===== config.mk =====
export PLATFORM = sky130hd
export DESIGN_NAME = uart_rx_oversampled
export DESIGN_NICKNAME = d
export VERILOG_FILES = /design/src/rtl/uart_rx_oversampled.sv
export SDC_FILE = /design/constraint.sdc
export NUM_CORES = 1
export LEC_CHECK = 0
export CORE_MARGIN = 1
export CORE_UTILIZATION = 25
export CTS_BUF_LIST = sky130_fd_sc_hd__clkbuf_4 sky130_fd_sc_hd__clkbuf_8
export DETAILED_ROUTE_END_ITERATION = 10
export SLEW_MARGIN = 20
export SYNTH_ARGS = -nofsm -noshare
export SYNTH_HDL_FRONTEND = slang
export SYNTH_SLANG_ARGS = --single-unit

===== constraint.sdc =====
create_clock -name clk -period 2.55 [get_ports clk]
set_clock_uncertainty 0.2 [all_clocks]
set_input_delay 0.51 -clock clk [delete_from_list [all_inputs] [get_ports clk]]
set_output_delay 0.51 -clock clk [all_outputs]
set_load 0.02 [all_outputs]

===== src/rtl/uart_rx_oversampled.sv =====
// UART receiver with ClkTicks-times oversampling driven by the baud timer tick.
// Frame: start bit, DataBits data bits LSB first, optional even parity, one stop bit.
// Received words and their error flags are offered on a valid/ready output register.
//
// Handshake: a word transfers on any clk edge where rd_valid=1 and rd_ready=1.
// While rd_valid=1 and rd_ready=0, rd_data, parity_err and frame_err hold steady.
// A frame that completes while the held word is stalled is dropped and flagged by
// a one-cycle overrun pulse.
module uart_rx_oversampled #(
    parameter int DataBits = 8,
    parameter int ClkTicks = 16,
    parameter int ParityEn = 1
) (
    input  logic                clk,
    input  logic                reset,
    input  logic                tick,
    input  logic                rx,
    output logic [DataBits-1:0] rd_data,
    output logic                rd_valid,
    input  logic                rd_ready,
    output logic                parity_err,
    output logic                frame_err,
    output logic                overrun,
    output logic                busy
);

    localparam int SW = (ClkTicks > 1) ? $clog2(ClkTicks) : 1;
    localparam int NW = (DataBits > 1) ? $clog2(DataBits) : 1;

    typedef enum logic [2:0] {
        IDLE,
        START,
        DATA,
        PARITY,
        STOP,
        WAIT_HIGH
    } state_t;

    state_t              state;
    state_t              state_next;
    logic                rx_meta;
    logic                rx_s;
    logic [SW-1:0]       s;
    logic [NW-1:0]       n;
    logic [DataBits-1:0] shreg;
    logic                par_bit;
    logic                mid_tick;
    logic                end_tick;
    logic                last_bit;
    logic                frame_done;

    // Mid-bit of the start bit and end of a full bit period, both qualified by tick.
    assign mid_tick = tick && (s == SW'(ClkTicks / 2 - 1));
    assign end_tick = tick && (s == SW'(ClkTicks - 1));
    assign last_bit = (n == NW'(DataBits - 1));
    assign busy     = (state != IDLE);

    // Two-flop synchronizer; presets to the idle-high line level.
    always_ff @(posedge clk or posedge reset) begin
        if (reset) begin
            rx_meta <= 1'b1;
            rx_s    <= 1'b1;
        end else begin
            rx_meta <= rx;
            rx_s    <= rx_meta;
        end
    end

    // State register.
    always_ff @(posedge clk or posedge reset) begin
        if (reset) begin
            state <= IDLE;
        end else begin
            state <= state_next;
        end
    end

    // Next-state logic; frame_done marks the stop-sample cycle.
    always_comb begin
        state_next = state;
        frame_done = 1'b0;
        case (state)
            IDLE: begin
                if (!rx_s) state_next = START;
            end
            START: begin
                if (mid_tick) state_next = rx_s ? IDLE : DATA;
            end
            DATA: begin
                if (end_tick && last_bit) state_next = (ParityEn != 0) ? PARITY : STOP;
            end
            PARITY: begin
                if (end_tick) state_next = STOP;
            end
            STOP: begin
                if (end_tick) begin
                    frame_done = 1'b1;
                    state_next = rx_s ? IDLE : WAIT_HIGH;
                end
            end
            WAIT_HIGH: begin
                if (rx_s) state_next = IDLE;
            end
            default: state_next = IDLE;
        endcase
    end

    // Oversampling counter: cleared on every state change, wraps each bit period.
    always_ff @(posedge clk or posedge reset) begin
        if (reset) begin
            s <= '0;
        end else if (state_next != state) begin
            s <= '0;
        end else if (tick && state != IDLE && state != WAIT_HIGH) begin
            s <= end_tick ? '0 : s + 1'b1;
        end
    end

    // Data shift register, bit index and parity capture at each bit's sample point.
    always_ff @(posedge clk or posedge reset) begin
        if (reset) begin
            n       <= '0;
            shreg   <= '0;
            par_bit <= 1'b0;
        end else begin
            if (state == DATA && end_tick) begin
                shreg <= {rx_s, shreg[DataBits-1:1]};
                n     <= last_bit ? '0 : n + 1'b1;
            end
            if (state == PARITY && end_tick) begin
                par_bit <= rx_s;
            end
        end
    end

    // Output register: load on completion if free or draining, else drop and flag.
    always_ff @(posedge clk or posedge reset) begin
        if (reset) begin
            rd_data    <= '0;
            rd_valid   <= 1'b0;
            parity_err <= 1'b0;
            frame_err  <= 1'b0;
            overrun    <= 1'b0;
        end else begin
            overrun <= 1'b0;
            if (frame_done) begin
                if (!rd_valid || rd_ready) begin
                    rd_data    <= shreg;
                    parity_err <= (ParityEn != 0) ? ((^shreg) ^ par_bit) : 1'b0;
                    frame_err  <= ~rx_s;
                    rd_valid   <= 1'b1;
                end else begin
                    overrun <= 1'b1;
                end
            end else if (rd_valid && rd_ready) begin
                rd_valid <= 1'b0;
            end
        end
    end

endmodule


Word level (Yosys, flattened, before mapping) --
Cells that the tools add are included.
Word-level totals: register bits 33, input bits 5, output and inout port bits 13, word-level logic and storage cells 64
Cells by class: $add $sub $neg 2, eq/ne operators 11, multiplexer cells 20, bitwise operators 2, reductions and logical operators 17
Operators by type and width (number):
- $mux 3 | 8
- $pmux 3 s6 | 1
- $mux 4 | 3
- $eq 3x3->1 const B | 3
- $logic_and 1x1->1 | 8
- $reduce_xor 8->1 | 1
- $mux 1 | 7
- $eq 3x2->1 const B | 2
- $add 4x1->4 const B | 1
- $eq 4x3->1 const B | 1
- $eq 4x4->1 const B | 1
- $reduce_and 2->1 | 2
- $reduce_bool 2->1 | 2
- $add 3x1->3 const B | 1
- $eq 3x1->1 const B | 1
- $logic_not 3->1 | 1
- $ne 3x3->1 | 1
- $ne 3x3->1 const B | 1
- $reduce_bool 3->1 | 1
- $mux 2 | 1
- $ne 2x1->1 const B | 1
- $logic_not 1->1 | 1
- $logic_or 1x1->1 | 1
- $not 1->1 | 1
- $xor 1x1->1 | 1

Logic depth before layout (Yosys ltp) --
depth after elaboration 7, gate-level depth with buffers 7, depth with buffers taken out 7

Worst setup path after synthesis --
Ideal clock, no wire load.
path type register -> register, start register s[0], end register n[0], setup time 0.125 ns, arrival time 1.569 ns, data required time 2.225 ns, setup slack 0.656 ns, cell stages (with the launch flop) 7, path buffers 2, period minus slack after synthesis 1.894 ns, cells stage by stage dfrtp_1 > ha_1 > and4_1 > buf_6 > and4bb_4 > buf_12 > mux2_4
On the way: word-level cells in the longest chain between the ends 3
RTL lines:
- from (decl) | line 43 | logic [SW-1:0] s;
- from (signal assigned) | line 115 | s <= end_tick ? '0 : s + 1'b1;
- $eq 4x4->1 | line 54 | assign end_tick = tick && (s == SW'(ClkTicks - 1));
- $logic_and 1x1->1 | line 54
- $logic_and 1x1->1 | line 126 | if (state == DATA && end_tick) begin
- to (signal assigned) | line 128 | n <= last_bit ? '0 : n + 1'b1;
- to (decl) | line 44 | logic [NW-1:0] n;
No other way between the ends. A chain may end at the register's enable or synchronous reset.

Final worst setup path --
start register state[2], end output busy
On the way: word-level cells in the longest chain between the ends 1
RTL lines:
- from (decl) | line 39 | state_t state;
- from (signal assigned) | line 74 | state <= state_next;
- $reduce_bool 3->1 | line 56 | assign busy = (state != IDLE);
- to (decl) | line 24 | output logic busy
No other way between the ends.

==> impl_metrics.py <==
metrics = {
    "synthesis": {
        "yosys-top-cells-count": "dfrtp_1 (31), mux2_4 (18), nand2_1 (11)",
        "synthCells": 133,
        "synth_top_area_share_pct": 46.9,
        "synth_edf_count": 0,
        "yosys_warnings": 0,
        "syn_area_um2": 1650,
        "seq_area_frac_synth_pct": 50.1,
        "yosys.cell_types.count": 36,
        "synth_nets": 141,
        "synthTopCellsByArea": "dfrtp_1 (47%), mux2_4 (16%), xnor2_1 (3.7%)",
        "synth_largest_area_cell": "dfrtp_1",
        "yosysMostFrequentCell": "dfrtp_1",
        "async_reset_ff_share_pct": 100,
        "synth_flop_cell": "dfrtp_1",
        "synth_area_per_cell_um2": 12.4,
        "synth_seq_cells": 33,
    },
    "clock_network": {
        "cts_tree": "built",
        "clockBufferDepth": 2,
        "cts_root_buf": "clkbuf_8",
        "clkTransAtPathRegs_ns": 0.07,
        "hold_buffers": 0,
        "clock_latency_ns": 0.28,
        "cts_resized": 0,
        "numCtsBuffers": 5,
        "cts_setup_buffers": 0,
        "htreeDepth": 2,
        "cts_sinks": 33,
    },
    "grt": {
        "gr-total-overflow": 0,
        "grt_pass1_wl_um": 4790,
        "antenna_found_initial": 0,
        "track_usage_pct": 8.89,
        "grt_pass1_vias": 1019,
        "grt_max_degree": 34,
    },
    "routing": {
        "wirelength_um": 2780,
        "detail-route-antenna-nets": 0,
        "avgRoutedWirePerCell_um": 11.9,
        "route.detailed.drc": 0,
        "via_per_inst": 4.39,
        "drt_iter0_drc": 47,
        "first_pass_iters": 4,
        "vias": 1028,
    },
    "pwr": {
        "irDropWorstVdd_v": 0.000468,
        "power.density_nw_per_um2": 642,
        "power_leakage_uw": 0.000923,
    },
    "floorplanning": {
        "die_y_um": 83.3,
        "core_um2": 6350,
        "die_w_um": 83.3,
        "dieArea_um2": 6940,
        "pin_count": 18,
        "initial_core_util_pct": 26.0,
        "rows": 29,
    },
    "flow_run": {
        "maxCapViolCount": 0,
    },
    "placed_design": {
        "place_congestion": 0.796,
        "port_buffers": 17,
        "dpl_worst_slack_ns": 0.202,
        "place_hpwl_um": 1970,
    },
    "timing": {
        "rsz0062_at_grt": "false",
        "setup_viol": 0,
        "maxSlewHeadroom_pct": 71.8,
        "min_period_ns": 2.33,
        "hold_violations": 0,
        "finalMaxSlewViolations": 0,
        "worstMarginPinSlew_ns": 0.422,
        "setup_slack_ns": 0.220,
        "max_freq_mhz": 429,
        "tns_ns": 0,
        "finalCritPeriodShare_pct": 91.4,
    },
    "critical_path": {
        "critPathArrivalTime_ns": 1.62,
        "slowest_stage": "clkdlybuf4s50_1",
        "endpoint_kind": "output pin",
        "path_buf_inv": 1,
        "startpoint_type": "flop",
        "crit_path_max_incr_delay_ns": 0.55,
        "crit_family": "buffers and inverters",
        "critical_path.cell_chain": "or3_1 -> clkdlybuf4s50_1",
        "crit_type": "reg -> out",
        "critPathMaxFanout": 2,
        "crit_required_ns": 1.84,
    },
    "final_layout": {
        "register_area_um2": 828,
        "syn_to_final_growth_pct": 20.1,
        "drive_above_1_share_pct": 24.8,
        "multi_input_area_um2": 744,
        "nNetsFinal": 164,
        "fillers": 623,
        "num_antenna_cells": 0,
    },
    "status": {
        "status": "finished, final reports clean",
    },
    "hold_path": {
        "min_path_type": "reg -> reg",
    },
}
metal layers:
| metal | GRT usage [%] | routed length, um | up-vias |
|---|---|---|---|
| li1 | - | - | 512 |
| met1 | 11.6 | 1340 | 491 |
| met2 | 13.0 | 1270 | 20 |
| met3 | 3.18 | 128 | 5 |
| met4 | 4.23 | 36 | 0 |
| met5 | 0 | 0 | - |
flip-flops by register name, summed over array words and instances, names as in the netlist:
signal and flops:
rd_data 8, shreg 8, rx_meta 1, s 4
rx_s 1, n 3, frame_err 1, parity_err 1
rd_valid 1, par_bit 1, state 3, overrun 1
logic make-up (layout without fill, tap and decap cells):
kind of cell	count (synthesis)	in the layout	share of synthesized area [%]
multiplexers	21	21	18.3
AO/OA/AOI/OAI	21	21	7.72
adder cells (fa/ha/maj)	3	3	2.27
flip-flops	33	33	50.1
XOR/XNOR	9	9	4.77
AND/OR/NAND/NOR	36	36	12.0
buffers and inverters	10	34	4.84
cell usage in the layout, fill, tap and decap left out:
cell,synthesis,routed
o21ai_1,1,1
nand2b_1,1,1
clkbuf_8,0,5
nor2_1,6,6
and2b_1,1,1
inv_1,2,2
xor2_1,2,2
a21oi_1,6,6
a211o_1,1,1
or3_1,3,3
nand2_1,11,11
clkinvlp_4,0,1
or2_1,1,1
mux2_2,2,2
and4bb_4,1,1
and3_1,2,2
dfstp_2,2,2
mux2i_1,1,1
nor2b_1,1,1
o32a_1,1,1
nor3_1,1,1
nand4b_1,1,1
clkdlybuf4s50_1,0,17
dfrtp_1,31,31
a31oi_1,1,1
xnor2_1,7,7
nand3_1,5,5
clkinv_2,0,2
nand4_2,1,1
o21a_1,1,1
and4_1,1,1
buf_4,0,7
a21o_1,1,1
ha_1,3,3
o21ai_0,7,7
mux2_4,18,18
a311oi_1,2,2
metrics by stage:
stage	util [%]	total power, uW	instances	area [um2]	hold WS (ns)
CTS	31.3	1290	234	1990	0.158
global placement	29.9	890	226	1900	0.149
global route	31.3	1360	234	1990	0.161
detailed placement	29.9	902	226	1900	0.147
finish	31.3	1270	234	1990	0.157
floorplan	-	839	133	1650	0.145
area by class of cell:
| class | instances | area share [%] |
|---|---|---|
| Clock buffer | 5 | 3.47 |
| Inverter | 2 | 0.378 |
| Tap cell | 77 | 4.85 |
| Sequential cell | 33 | 41.7 |
| Clock inverter | 3 | 0.882 |
| Multi-Input combinational cell | 90 | 37.5 |
| Timing Repair Buffer | 24 | 11.2 |
where the power goes:
| part | total (uW) | internal (uW) | leakage, uW | switching, uW |
|---|---|---|---|---|
| clock | 382 | 188 | 0.0000439 | 194 |
| sequential | 622 | 571 | 0.000442 | 51.0 |
| combinational | 269 | 123 | 0.000437 | 147 |
| total | 1270 | 882 | 0.000923 | 392 |
worst register-to-register path, stage by stage, from the launching register on:
cell,delay (ns)
dfrtp_1,0.42
ha_1,0.25
and4_1,0.25
buf_4,0.16
nand4_2,0.08
buf_4,0.22
mux2_2,0.35
final timing paths:
| path | from | endpoint | slack (ns) | cells past startpoint |
|---|---|---|---|---|
| max | state[2]$_DFF_PP0_ | busy | 0.22 | 2 |
| max reg2reg | s[0]$_DFFE_PP0P_ | rd_data[7]$_DFFE_PP0P_ | 0.50 | 6 |
| max in group asynchronous | reset | rx_s$_DFF_PP1_ | 1.41 | 3 |
| min reg2reg | rx_meta$_DFF_PP1_ | rx_s$_DFF_PP1_ | 0.16 | 0 |
| min in group asynchronous | reset | s[1]$_DFFE_PP0P_ | 0.41 | 3 |
| min | rx_meta$_DFF_PP1_ | rx_s$_DFF_PP1_ | 0.16 | 0 |
Power figures use the tool's default switching activity.
==> RTL change (same settings) <==
Reset style: synchronous (`reset`), changed in 5 clocked blocks.
--- a/src/rtl/uart_rx_oversampled.sv
+++ b/src/rtl/uart_rx_oversampled.sv
@@ -56,7 +56,7 @@
     assign busy     = (state != IDLE);
 
     // Two-flop synchronizer; presets to the idle-high line level.
-    always_ff @(posedge clk or posedge reset) begin
+    always_ff @(posedge clk) begin
         if (reset) begin
             rx_meta <= 1'b1;
             rx_s    <= 1'b1;
@@ -67,7 +67,7 @@
     end
 
     // State register.
-    always_ff @(posedge clk or posedge reset) begin
+    always_ff @(posedge clk) begin
         if (reset) begin
             state <= IDLE;
         end else begin
@@ -106,7 +106,7 @@
     end
 
     // Oversampling counter: cleared on every state change, wraps each bit period.
-    always_ff @(posedge clk or posedge reset) begin
+    always_ff @(posedge clk) begin
         if (reset) begin
             s <= '0;
         end else if (state_next != state) begin
@@ -117,7 +117,7 @@
     end
 
     // Data shift register, bit index and parity capture at each bit's sample point.
-    always_ff @(posedge clk or posedge reset) begin
+    always_ff @(posedge clk) begin
         if (reset) begin
             n       <= '0;
             shreg   <= '0;
@@ -134,7 +134,7 @@
     end
 
     // Output register: load on completion if free or draining, else drop and flag.
-    always_ff @(posedge clk or posedge reset) begin
+    always_ff @(posedge clk) begin
         if (reset) begin
             rd_data    <= '0;
             rd_valid   <= 1'b0;
Formal check against the unedited RTL: differs if reset is asserted again (counterexample within 4 cycles, from zero or initial values and one cycle with reset high); with reset held inactive, the same outputs for 10 cycles.
==> RTL change against the original RTL <==
- setup slack lost 0.070 ns
- critical path type unchanged
- sequential share of layout area shrank 5.6 points
- synthesized area shrank 10%
- cell area shrank 7.8%
- sequential cell count is the same
- via count grew 6.9%
- routed wire length shrank 6.7%
Power is not compared: it rests on default switching activity, and its combinational part moved more than twofold at a synthesized area within 25%.
==> RTL change: results (changes against the original RTL) <==
* Delay contributed by the slowest stage of the critical path at 0.61 ns (+0.06 ns)
* Critical register-to-register path startpoint: s[0]
* Non-clk bufs at 20 (-17%)
* Post-layout total power at 1092 µW
* FFs w/ async S/R, synth at 0% (-100 points)
* Synth Net Count at 166 (+18%)
* Hold_ws at 0.2084 ns (+0.05146 ns)
* Source of the critical timing path: state[2]
* Cell count after synthesis at 158 (+19%)
* Proportion of layout cells with a drive suffix above 1 at 9.040% (-16 points)
* Cell types occupying the most area after synthesis: sky130_fd_sc_hd__dfxtp_1, sky130_fd_sc_hd__mux2i_1, sky130_fd_sc_hd__nor2_1
* Detailed Route WL at 2.595 mm (-6.7%)
* Worst R2R End: n[2]
* Fill count at 591 (-5.1%)
* Multi-input comb cells at 111 (+23%)
* Placement Cell Area at 0.001710 mm² (-9.9%)
* Number of global-route vias before repair at 1030 (+1.1%)
* Number of stages on the worst hold path at 1 (+1)
* Seq/Total Area, Yosys at 44.41% (-5.7 points)
* Worst slew margin relative to its limit at 75.56% (+3.7 points)
* Status: finished clean
* Final net count at 184 (+12%)
* Area fraction of clock buffers and clock inverters at 6.557% (+2.2 points)
* DP HPWL at 1.818 mm (-7.5%)
* Non-Clock Inverter Count at 5 (+3)
* Initial DRC count at 69 (+47%)
* Area of the placeable core at 0.005608 mm² (-12%)
* Multi-input gate area in the final layout at 748.2 µm² (+0.50%)
* Clock tree buffer count of the final layout at 7 (+2)
* Worst reg-to-reg path cell count at 5 (-1)
* Signal buf overhead at 10.52% (-0.70 points)
* Worst-path maximum fanout at 10 (+8)
* Area used by sequential logic in the layout at 661.9 µm² (-20%)
* Routability Congestion at 0.8169 (+2.6%)
* Post-place setup slack at 0.2805 ns (+0.07884 ns)
* Hold path startpoint: rx_meta
-- RTL change: cell count changes after synthesis, moves of 9 or more --
cell,before,now
sky130_fd_sc_hd__dfrtp_1,31,0
sky130_fd_sc_hd__dfxtp_1,0,33
sky130_fd_sc_hd__mux2_4,18,0
sky130_fd_sc_hd__mux2i_1,1,21
sky130_fd_sc_hd__nand2_1,11,2
sky130_fd_sc_hd__nor2_1,6,29
-- RTL change: layer usage --
layer | track usage, % | wire length (µm) | vias up
li1 | - | - | 577
met1 | 12.04 | 1309 | 500
met2 | 14.31 | 1141 | 16
met3 | 2.759 | 79 | 6
met4 | 5.455 | 64 | 0
met5 | 0 | 0 | -
-- RTL change: cells by family (layout without fill, tap and decap cells) --
family	after synthesis	in the layout	share of synthesized area, %
buf+inv	14	33	5.298
mux	21	21	14.13
fa+ha+maj	3	3	2.523
compound gates	24	24	9.924
xor+xnor	9	9	6.224
simple gates	54	54	17.49
flops	33	33	44.41
